[config.mk]
export PLATFORM = sky130hd
export DESIGN_NAME = pipe_hazard_ctrl_flat
export DESIGN_NICKNAME = d
export VERILOG_FILES = /design/src/rtl/pipe_hazard_ctrl_if.sv /design/src/rtl/pipe_hazard_ctrl.sv /design/src/flat_wrapper.sv
export SDC_FILE = /design/constraint.sdc
export NUM_CORES = 1
export LEC_CHECK = 0
export CELL_PAD_IN_SITES_DETAIL_PLACEMENT = 2
export CELL_PAD_IN_SITES_GLOBAL_PLACEMENT = 2
export CORE_UTILIZATION = 28
export CTS_CLUSTER_SIZE = 28
export DETAILED_ROUTE_END_ITERATION = 10
export HOLD_SLACK_MARGIN = 0.06
export PLACE_DENSITY_LB_ADDON = 0.1
export SETUP_SLACK_MARGIN = 0.5
export SKIP_CTS_REPAIR_TIMING = 1
export SLEW_MARGIN = 20
export SYNTH_ARGS = -nofsm -noshare
export SYNTH_HDL_FRONTEND = slang
export SYNTH_SLANG_ARGS = --single-unit
[constraint.sdc]
create_clock -name clk -period 2.4 [get_ports clk]
set_clock_uncertainty 0.15 [all_clocks]
set_input_delay 0.36 -clock clk [delete_from_list [all_inputs] [get_ports clk]]
set_output_delay 0.36 -clock clk [all_outputs]
set_load 0.05 [all_outputs]
[src/rtl/pipe_hazard_ctrl_if.sv]
// Pipeline hazard controller signal bundle.
//   master : ID-stage side; drives the ID instruction fields and hold,
//            receives the stage enables, bubble, forwarding selects,
//            stall counter and FSM state.
//   slave  : the hazard controller itself (pipe_hazard_ctrl).
interface pipe_hazard_ctrl_if;
    logic        id_valid;
    logic [3:0]  id_raddr1;
    logic [3:0]  id_raddr2;
    logic        id_uses_r2;
    logic        id_wen;
    logic [3:0]  id_waddr;
    logic        hold;
    logic        pc_en;
    logic        ifid_en;
    logic        idexe_en;
    logic        idexe_bubble;
    logic [1:0]  fwd_sel1;
    logic [1:0]  fwd_sel2;
    logic [15:0] stall_cnt;
    logic [1:0]  state;

    modport master (
        output id_valid, id_raddr1, id_raddr2, id_uses_r2, id_wen, id_waddr, hold,
        input  pc_en, ifid_en, idexe_en, idexe_bubble, fwd_sel1, fwd_sel2,
               stall_cnt, state
    );

    modport slave (
        input  id_valid, id_raddr1, id_raddr2, id_uses_r2, id_wen, id_waddr, hold,
        output pc_en, ifid_en, idexe_en, idexe_bubble, fwd_sel1, fwd_sel2,
               stall_cnt, state
    );
endinterface

[src/rtl/pipe_hazard_ctrl.sv]
// Pipeline data-hazard controller.
// Tracks the destination register of the writing instructions in EXE and S4
// and either stalls the ID instruction (bubble into ID/EXE, PC and IF/ID held)
// or, when built with PIPE_HAZARD_FORWARDING_EN defined, selects a forwarding
// source instead of stalling.
// Ports:
//   clk  : clock, rising edge
//   rst  : asynchronous reset, active low
//   bus  : pipe_hazard_ctrl_if.slave -- ID instruction fields, hold request,
//          stage enables, idexe_bubble, fwd_sel1/2, stall_cnt, state
module pipe_hazard_ctrl (
    input  logic                clk,
    input  logic                rst,
    pipe_hazard_ctrl_if.slave   bus
);

    typedef enum logic [1:0] {
        IDLE   = 2'b00,
        RUN    = 2'b01,
        STALL  = 2'b10,
        FREEZE = 2'b11
    } state_t;

    state_t      state_q, state_d;
    logic        exe_v, s4_v;
    logic [3:0]  exe_wa, s4_wa;
    logic [15:0] stall_cnt_q;
    logic        m1_exe, m1_s4, m2_exe, m2_s4;
    logic        stall;
    logic [1:0]  fwd1, fwd2;
    logic        pc_en_c, ifid_en_c, idexe_en_c, bubble_c;

    // Register 0 is deliberately not excluded: every address can hazard.
    always_comb begin
        m1_exe = bus.id_valid && exe_v && (bus.id_raddr1 == exe_wa);
        m1_s4  = bus.id_valid && s4_v  && (bus.id_raddr1 == s4_wa);
        m2_exe = bus.id_valid && bus.id_uses_r2 && exe_v && (bus.id_raddr2 == exe_wa);
        m2_s4  = bus.id_valid && bus.id_uses_r2 && s4_v  && (bus.id_raddr2 == s4_wa);
    end

`ifdef PIPE_HAZARD_FORWARDING_EN
    // EXE holds the younger result, so it wins over S4.
    always_comb begin
        fwd1  = m1_exe ? 2'b01 : (m1_s4 ? 2'b10 : 2'b00);
        fwd2  = m2_exe ? 2'b01 : (m2_s4 ? 2'b10 : 2'b00);
        stall = 1'b0;
    end
`else
    always_comb begin
        fwd1  = '0;
        fwd2  = '0;
        stall = m1_exe | m1_s4 | m2_exe | m2_s4;
    end
`endif

    always_comb begin
        state_d    = state_q;
        pc_en_c    = 1'b0;
        ifid_en_c  = 1'b0;
        idexe_en_c = 1'b0;
        bubble_c   = 1'b0;
        if (!rst) begin
            state_d = IDLE;
        end else if (bus.hold) begin
            state_d = FREEZE;
        end else begin
            pc_en_c    = ~stall;
            ifid_en_c  = ~stall;
            idexe_en_c = 1'b1;
            bubble_c   = stall;
            unique case (state_q)
                IDLE:    if (bus.id_valid) state_d = RUN;
                RUN:     if (stall)        state_d = STALL;
                STALL:   if (!stall)       state_d = RUN;
                FREEZE:                    state_d = RUN;
                default:                   state_d = IDLE;
            endcase
        end
    end

    always_ff @(posedge clk or negedge rst) begin
        if (!rst) state_q <= IDLE;
        else      state_q <= state_d;
    end

    // A bubble enters EXE as a non-writer, so a stalled reader waits only
    // until the real writer has moved past S4.
    always_ff @(posedge clk or negedge rst) begin
        if (!rst) begin
            exe_v  <= 1'b0;
            exe_wa <= '0;
            s4_v   <= 1'b0;
            s4_wa  <= '0;
        end else if (idexe_en_c) begin
            s4_v   <= exe_v;
            s4_wa  <= exe_wa;
            exe_v  <= bus.id_valid & bus.id_wen & ~bubble_c;
            exe_wa <= bus.id_waddr;
        end
    end

    always_ff @(posedge clk or negedge rst) begin
        if (!rst)
            stall_cnt_q <= '0;
        else if (bubble_c && (stall_cnt_q != 16'hFFFF))
            stall_cnt_q <= stall_cnt_q + 16'd1;
    end

    assign bus.pc_en        = pc_en_c;
    assign bus.ifid_en      = ifid_en_c;
    assign bus.idexe_en     = idexe_en_c;
    assign bus.idexe_bubble = bubble_c;
    assign bus.fwd_sel1     = rst ? fwd1 : 2'b00;
    assign bus.fwd_sel2     = rst ? fwd2 : 2'b00;
    assign bus.stall_cnt    = stall_cnt_q;
    assign bus.state        = state_q;

endmodule

[src/flat_wrapper.sv]
// flat-port wrapper written by rule: the top's interface ports become plain ports
module pipe_hazard_ctrl_flat 
  (clk, rst, bus_id_valid, bus_id_raddr1, bus_id_raddr2, bus_id_uses_r2, bus_id_wen, bus_id_waddr, bus_hold, bus_pc_en, bus_ifid_en, bus_idexe_en, bus_idexe_bubble, bus_fwd_sel1, bus_fwd_sel2, bus_stall_cnt, bus_state);
  pipe_hazard_ctrl_if bus_i ();
  input  logic clk;
  input  logic rst;
  input wire logic [$bits(bus_i.id_valid)-1:0] bus_id_valid;
  input wire logic [$bits(bus_i.id_raddr1)-1:0] bus_id_raddr1;
  input wire logic [$bits(bus_i.id_raddr2)-1:0] bus_id_raddr2;
  input wire logic [$bits(bus_i.id_uses_r2)-1:0] bus_id_uses_r2;
  input wire logic [$bits(bus_i.id_wen)-1:0] bus_id_wen;
  input wire logic [$bits(bus_i.id_waddr)-1:0] bus_id_waddr;
  input wire logic [$bits(bus_i.hold)-1:0] bus_hold;
  output wire logic [$bits(bus_i.pc_en)-1:0] bus_pc_en;
  output wire logic [$bits(bus_i.ifid_en)-1:0] bus_ifid_en;
  output wire logic [$bits(bus_i.idexe_en)-1:0] bus_idexe_en;
  output wire logic [$bits(bus_i.idexe_bubble)-1:0] bus_idexe_bubble;
  output wire logic [$bits(bus_i.fwd_sel1)-1:0] bus_fwd_sel1;
  output wire logic [$bits(bus_i.fwd_sel2)-1:0] bus_fwd_sel2;
  output wire logic [$bits(bus_i.stall_cnt)-1:0] bus_stall_cnt;
  output wire logic [$bits(bus_i.state)-1:0] bus_state;
  assign bus_i.id_valid = bus_id_valid;
  assign bus_i.id_raddr1 = bus_id_raddr1;
  assign bus_i.id_raddr2 = bus_id_raddr2;
  assign bus_i.id_uses_r2 = bus_id_uses_r2;
  assign bus_i.id_wen = bus_id_wen;
  assign bus_i.id_waddr = bus_id_waddr;
  assign bus_i.hold = bus_hold;
  assign bus_pc_en = bus_i.pc_en;
  assign bus_ifid_en = bus_i.ifid_en;
  assign bus_idexe_en = bus_i.idexe_en;
  assign bus_idexe_bubble = bus_i.idexe_bubble;
  assign bus_fwd_sel1 = bus_i.fwd_sel1;
  assign bus_fwd_sel2 = bus_i.fwd_sel2;
  assign bus_stall_cnt = bus_i.stall_cnt;
  assign bus_state = bus_i.state;
  pipe_hazard_ctrl u_core (.clk(clk), .rst(rst), .bus(bus_i));
endmodule
==> flow_summary_export.csv, run 1 <==
group,metric,value,unit
route,routedLengthMet1,2340,µm
floorplan,num_io_pins,44,
yosys,ys_ff_latch,28,
worst_setup_path,reg2regPathDepth,9,
grt,track_usage,0.165,
route,highest-signal-layer,"met4",
grt,grt_overflow_total,0,
clocking,number_of_h_tree_levels,1,
sta,finalWorstPathRequiredPeriod,2.46,ns
route,dr_total_vias,1415,
floorplan,fp.coreArea,5270,µm²
worst_setup_path,timing.critical_path.to_type,"primary output",
sta,fin_crit_sh,1.02,
worst_setup_path,critical_path.reg2reg.endpoint,"u_core.bus.stall_cnt[1]$_DFFE_PN0P_",
yosys,synth_top_area_cell,"sky130_fd_sc_hd__dfrtp_1",
layout,nNetsFinal,240,
floorplan,fp.dieArea,5940,µm²
worst_setup_path,largest_fanout_on_the_critical_path,4,
sta,tightestPinTransition,0.517,ns
worst_setup_path,cp_data_arrival_time,1.95,ns
power,switching_share,0.304,
route,detail_route.iter0.violations,18,
clocking,tritoncts,"built",
layout,layout-drive-gt1-share,0.245,
route,routed_wl,5040,µm
sta,maxSlewViolCount,0,
layout,regArea,716,µm²
sta,hold_ws,0.241,ns
yosys,number_of_synthesized_flops_with_an_enable_pin,0,
grt,grt_start_max_net_pins,31,
grt,global_route_wire_length_before_repair,7720,µm
floorplan,number_of_rows_in_the_core_area,26,
floorplan,die_height,77.1,µm
route,met2_wire_len,2470,µm
layout,nFillCells,564,
route,postRouteAntennaNets,0,
sta,final_hold_viol_count,0,
route,post_drt_via_cell_ratio,4.88,
route,post_drt_wl_per_cell,17.4,µm
yosys,yosysMostFrequentCell,"sky130_fd_sc_hd__nand2_1",
route,drc_errors,0,
power,power.leakage,1.40,nW
clocking,numCtsBuffers,3,
route,detailedRoute.firstPassIterationCount,2,
power,power.total,1.24,mW
yosys,synth_top_cell_area_share,0.444,
power,share_clk_of_total_power,0.313,
clocking,clock_edge_transition_at_the_registers_on_the_reported_setup_and_hold_paths,0.11,ns
flow_run,number_of_max_capacitance_violations_reported,0,
floorplan,floorplan.initialDensity,0.300,
yosys,post_syn_instances,168,
placement,io_buffers,39,
clocking,insertion_delay,0.29,ns
sta,timing.slew.headroom,0.655,
worst_setup_path,start_kind,"register",
worst_setup_path,worstSetupPathType,"reg2out",
worst_setup_path,worst_ep_required_time,1.89,ns
layout,multi_input_comb_area,841,µm²
yosys,share_of_synthesized_area_occupied_by_flip_flops_and_latches,0.444,
worst_setup_path,critical_path.endpoint,"bus_ifid_en",
sta,rsz0062_at_grt,"true",
grt,grt_antenna_before_repair,0,
yosys,postSynth.asyncResetShare,1.00,
power,power_switching,0.376,mW
power,power.internal,0.862,mW
power,p_comb_frac,0.235,
worst_setup_path,reg2reg_from,"u_core.exe_wa[2]$_DFFE_PN0P_",
sta,setup_ws,-0.0566,ns
sta,max_clock_freq,407,MHz
yosys,netlist_area,1580,µm²
layout,layout-area-overhead-vs-synth,51.0,%
status,failed_checks,"negative setup slack",
status,outcome,"finished, violations left",
power,sequentialPowerShare,0.452,
placement,gp_congestion,0.839,
hold_path,worst_hold_path_type,"in2reg",
worst_setup_path,rrSetupSlack,-0.04,ns
yosys,synth_warnings,0,
power,ir_worst_vdd,0.235,mV
clocking,worst_case_clock_buffer_depth,2,
placement,dp_worst_setup_slack,-0.269,ns
worst_setup_path,startpoint,"u_core.exe_wa[2]$_DFFE_PN0P_",
clocking,clock_tree.root_cell,"sky130_fd_sc_hd__clkbuf_8",
grt,first_global_vias,1520,
yosys,syn_area_per_cell,9.40,µm²
sta,timing.final.setup_violations,5,
floorplan,die_x,77.1,µm
yosys,synthFlopType,"sky130_fd_sc_hd__dfrtp_1",
yosys,yosys.cell_types.count,32,
layout,antenna-diode-count,0,
route,met3_length,147,µm
power,cellPowerDensity,519,nW/µm²
yosys,netlist_top_cells_count,"sky130_fd_sc_hd__nand2_1, sky130_fd_sc_hd__dfrtp_1, sky130_fd_sc_hd__xnor2_1",
placement,hpwlAfterDp,3500,µm
yosys,synth_area_leaders,"sky130_fd_sc_hd__dfrtp_1, sky130_fd_sc_hd__xnor2_1, sky130_fd_sc_hd__nand2_1",
clocking,cts_num_sinks,28,
==> worst min path at each step <==
stage | from | to | slack [ns] | cells after the start
5_1_grt | bus_hold | u_core.bus.state[1]$_DFFE_PN0P_ | 0.24 | 2
6_report | bus_hold | u_core.bus.state[1]$_DFFE_PN0P_ | 0.24 | 2
4_1_cts | u_core.bus.stall_cnt[6]$_DFFE_PN0P_ | u_core.bus.stall_cnt[6]$_DFFE_PN0P_ | 0.36 | 1
2_1_floorplan | rst | u_core.bus.stall_cnt[0]$_DFFE_PN0P_ | -0.09 | 0
3_5_place_dp | u_core.bus.stall_cnt[6]$_DFFE_PN0P_ | u_core.bus.stall_cnt[6]$_DFFE_PN0P_ | 0.34 | 1
3_3_place_gp | u_core.bus.stall_cnt[6]$_DFFE_PN0P_ | u_core.bus.stall_cnt[6]$_DFFE_PN0P_ | 0.32 | 1
==> cells in the final DEF, fill, tap and decap left out, types with 3 or more instances in the layout <==
master	netlist	routed
sky130_fd_sc_hd__and4_1	3	3
sky130_fd_sc_hd__nand4_1	12	12
sky130_fd_sc_hd__buf_12	0	5
sky130_fd_sc_hd__nor3_1	5	5
sky130_fd_sc_hd__clkdlybuf4s50_1	0	7
sky130_fd_sc_hd__xor2_1	13	13
sky130_fd_sc_hd__dlymetal6s2s_1	0	28
sky130_fd_sc_hd__clkbuf_8	0	3
sky130_fd_sc_hd__buf_6	1	4
sky130_fd_sc_hd__xnor2_1	17	16
sky130_fd_sc_hd__nor2_1	7	5
sky130_fd_sc_hd__conb_1	1	4
sky130_fd_sc_hd__buf_4	5	10
sky130_fd_sc_hd__nand2_1	35	34
sky130_fd_sc_hd__nor4_1	3	3
sky130_fd_sc_hd__dfrtp_1	28	16
sky130_fd_sc_hd__and3_1	6	6
sky130_fd_sc_hd__nand3_1	5	5
sky130_fd_sc_hd__nand2_2	2	3
sky130_fd_sc_hd__dfrtp_2	0	12
sky130_fd_sc_hd__inv_1	5	3
==> area by class of cell <==
cell class                      count  share of cell area
Clock buffer                        3              0.0173
Clock inverter                      1              0.0126
Inverter                            5             0.00787
Multi-Input combinational cell    128               0.353
Sequential cell                    28               0.300
Tap cell                           70              0.0367
Timing Repair Buffer               55               0.273
==> registers in the layout (all words and copies together), names as in the netlist <==
name and flops:
u_core.bus.stall_cnt 16, u_core.bus.state 2, u_core.exe_v 1, u_core.exe_wa 4
u_core.s4_v 1, u_core.s4_wa 4
==> critical path, cell delays in order (launching register included) <==
cell                      delay, ns
sky130_fd_sc_hd__dfrtp_2       0.46
sky130_fd_sc_hd__xnor2_2       0.15
sky130_fd_sc_hd__nand3_1       0.08
sky130_fd_sc_hd__nor3_1        0.05
sky130_fd_sc_hd__or4_4         0.57
sky130_fd_sc_hd__nor2_4        0.18
sky130_fd_sc_hd__buf_12        0.16
==> cells by family (layout without fill, tap and decap cells) <==
family          Yosys count  after routing  synth area share
xor+xnor                 30             30             0.166
flops                    28             28             0.444
buf+inv                  15             64            0.0594
other cells               1              4           0.00237
fa+ha+maj                 1              1           0.00792
compound gates            6              6            0.0230
simple gates             85             85             0.281
mux                       2              2            0.0158
==> stage by stage <==
step | setup TNS [ns] | cells | util | instance area (µm²)
floorplan | -0.0576 | 171 | - | 1630
global placement | -1.34 | 279 | 0.405 | 2140
detailed placement | -2.73 | 279 | 0.405 | 2140
CTS | -0.645 | 283 | 0.419 | 2210
global route | -0.521 | 290 | 0.453 | 2380
finish | -0.191 | 290 | 0.453 | 2380
==> power by group through the flow <==
stage                     logic, mW  registers, mW  clock network, mW
after CTS                     0.279          0.559              0.400
after detailed placement      0.275          0.568                  0
after floorplan               0.124          0.597                  0
final                         0.291          0.560              0.387
after global placement        0.261          0.564                  0
after global routing          0.311          0.567              0.415
==> layer usage <==
layer | vias up | track usage
met3 | 6 | 0.0274
met4 | 0 | 0.0623
met2 | 29 | 0.272
met1 | 716 | 0.215
met5 | - | 0
li1 | 664 | -
(Power assumes the default switching activity.)
==> run 2: changes to the inputs <==
ABC_CLOCK_PERIOD_IN_PS = 2400   (was not set)
GPL_TIMING_DRIVEN = 0   (was not set)
==> flow_summary_export.csv, run 2 (synthesized netlist as in run 1, its figures left out) <==
group,metric,value,unit
worst_setup_path,largest_fanout_on_the_critical_path,4,
worst_setup_path,worst_ep_required_time,1.89,ns
sta,tightestPinTransition,0.579,ns
sta,finalWorstPathRequiredPeriod,2.71,ns
power,cellPowerDensity,486,nW/µm²
worst_setup_path,cp.buffers_inverters,4,
grt,grt_use_met3,0.0286,
clocking,worst_case_clock_buffer_depth,2,
clocking,clock_edge_transition_at_the_registers_on_the_reported_setup_and_hold_paths,0.10,ns
placement,dp_worst_setup_slack,-1.17,ns
power,switching_share,0.319,
power,power.internal,0.784,mW
floorplan,die_height,77.1,µm
grt,first_global_vias,1622,
sta,rsz0062_at_grt,"true",
clocking,tritoncts,"built",
placement,hpwlAfterDp,3620,µm
layout,layout-area-overhead-vs-synth,49.8,%
power,p_comb_frac,0.251,
grt,top_usage_layer,"met2",
status,failed_checks,"negative setup slack",
worst_setup_path,slowest_stage_delay_on_critical_path,0.57,ns
clocking,number_of_h_tree_levels,1,
floorplan,die_x,77.1,µm
power,power.total,1.15,mW
power,power_switching,0.367,mW
worst_setup_path,worstSetupPathType,"reg2out",
worst_setup_path,cell_family_with_most_cp_delay,"simple AND/OR/NAND/NOR gates",
sta,final_hold_viol_count,0,
route,post_drt_wl_per_cell,17.2,µm
floorplan,num_io_pins,44,
layout,layout-drive-gt1-share,0.259,
floorplan,fp.coreArea,5270,µm²
power,ir_worst_vdd,0.199,mV
power,share_clk_of_total_power,0.263,
grt,grt_use_met1,0.215,
clocking,numCtsBuffers,3,
worst_setup_path,startpoint,"u_core.exe_wa[3]$_DFFE_PN0P_",
route,detailedRoute.firstPassIterationCount,4,
worst_setup_path,reg2reg_from,"u_core.exe_wa[3]$_DFFE_PN0P_",
route,post_drt_via_cell_ratio,4.89,
placement,io_buffers,39,
floorplan,number_of_rows_in_the_core_area,26,
route,dr_total_vias,1417,
power,sequentialPowerShare,0.486,
layout,final_cell_count_no_fill,290,
layout,finalInstanceArea,2370,µm²
layout,nNetsFinal,240,
layout,layout.cells.most_common_list,"sky130_fd_sc_hd__nand2_1, sky130_fd_sc_hd__dlymetal6s2s_1, sky130_fd_sc_hd__dfrtp_1",
grt,grt_antenna_before_repair,0,
grt,track_usage,0.172,
sta,setup_ws,-0.307,ns
worst_setup_path,worstPathCellList,"xnor2_2 > nand3_1 > nor3_1 > or4_4 > buf_8 > buf_12 > nor2_4 > buf_6 > buf_8",
sta,maxSlewViolCount,0,
layout,postLayoutCoreUtil,0.449,
sta,fin_crit_sh,1.13,
worst_setup_path,start_kind,"register",
placement,gp_congestion,0.811,
power,power.leakage,1.39,nW
grt,global_route_wire_length_before_repair,8060,µm
route,detail_route.iter0.violations,24,
grt,use_met2,0.299,
worst_setup_path,crit_path_top_delay_cell,"sky130_fd_sc_hd__or4_4",
layout,final_common_cell,"sky130_fd_sc_hd__nand2_1",
floorplan,floorplan.initialDensity,0.300,
placement,place.detailed.instances,280,
worst_setup_path,timing.critical_path.to_type,"primary output",
status,outcome,"finished, violations left",
clocking,cts_num_sinks,28,
route,postRouteAntennaNets,0,
sta,timing.final.setup_violations,3,
sta,timing.slew.headroom,0.614,
clocking,clock_tree.root_cell,"sky130_fd_sc_hd__clkbuf_8",
placement,placement.cell_area,2100,µm²
floorplan,fp.dieArea,5940,µm²
route,drc_errors,0,
worst_setup_path,cp_data_arrival_time,2.20,ns
sta,max_clock_freq,369,MHz
hold_path,holdCritStartpoint,"rst",
grt,grt_start_max_net_pins,32,
route,routed_wl,5000,µm
hold_path,worst_hold_path_type,"in2reg",
worst_setup_path,timing.critical_path.mode_cell,"sky130_fd_sc_hd__buf_8",
clocking,insertion_delay,0.28,ns
layout,antenna-diode-count,0,
flow_run,number_of_max_capacitance_violations_reported,0,
grt,grt_overflow_total,0,
layout,max_ffs_per_register,16,
## run 2: changes by cell type in the layout (fill, tap and decap cells not counted), sizes merged
cell          previous run  this run
dlymetal6s2s            28        27
bufinv                   1         0
clkbuf                   3         5
## run 2: per-stage QoR
stage	TNS, ns	hold WS [ns]
final	-0.840	0.206
after global routing	-1.07	0.212
after CTS	-4.40	-0.0101
after detailed placement	-6.82	0.310
after global placement	-32.50	0.323
after floorplan	-0.0576	-0.0856
## run 2: path summary, 6_finish.rpt
kind | end | slack (ns) | cells after the start
max | bus_pc_en | -0.31 | 9
min | u_core.bus.state[1]$_DFFE_PN0P_ | 0.21 | 2
max reg2reg | u_core.bus.stall_cnt[2]$_DFFE_PN0P_ | 0.19 | 8
min reg2reg | u_core.bus.stall_cnt[5]$_DFFE_PN0P_ | 0.35 | 1
max in group asynchronous | u_core.bus.stall_cnt[3]$_DFFE_PN0P_ | 1.43 | 3
min in group asynchronous | u_core.exe_wa[1]$_DFFE_PN0P_ | 0.49 | 3
## run 2: layout make-up
class	count	area, µm²
plain buffers	10	103
clock buffers	4	55.1
fillers	591	2900
inverters	5	18.8
multi-input cells	128	863
flip-flops and latches	28	714
well taps	70	87.6
repair buffers	45	524
## run 2: layer usage
layer	routed length, µm	vias to the layer above
met1	2170	719
met3	147	6
li1	-	663
met5	0	-
met2	2630	29
met4	53	0
## run 2: power groups by stage
| stage | Clock (mW) | Combinational [mW] | Sequential, mW |
|---|---|---|---|
| 6_report | 0.303 | 0.289 | 0.559 |
| 3_3_place_gp | 0 | 0.256 | 0.563 |
| 2_1_floorplan | 0 | 0.124 | 0.597 |
| 5_1_grt | 0.330 | 0.315 | 0.566 |
| 4_1_cts | 0.320 | 0.267 | 0.558 |
| 3_5_place_dp | 0 | 0.268 | 0.568 |
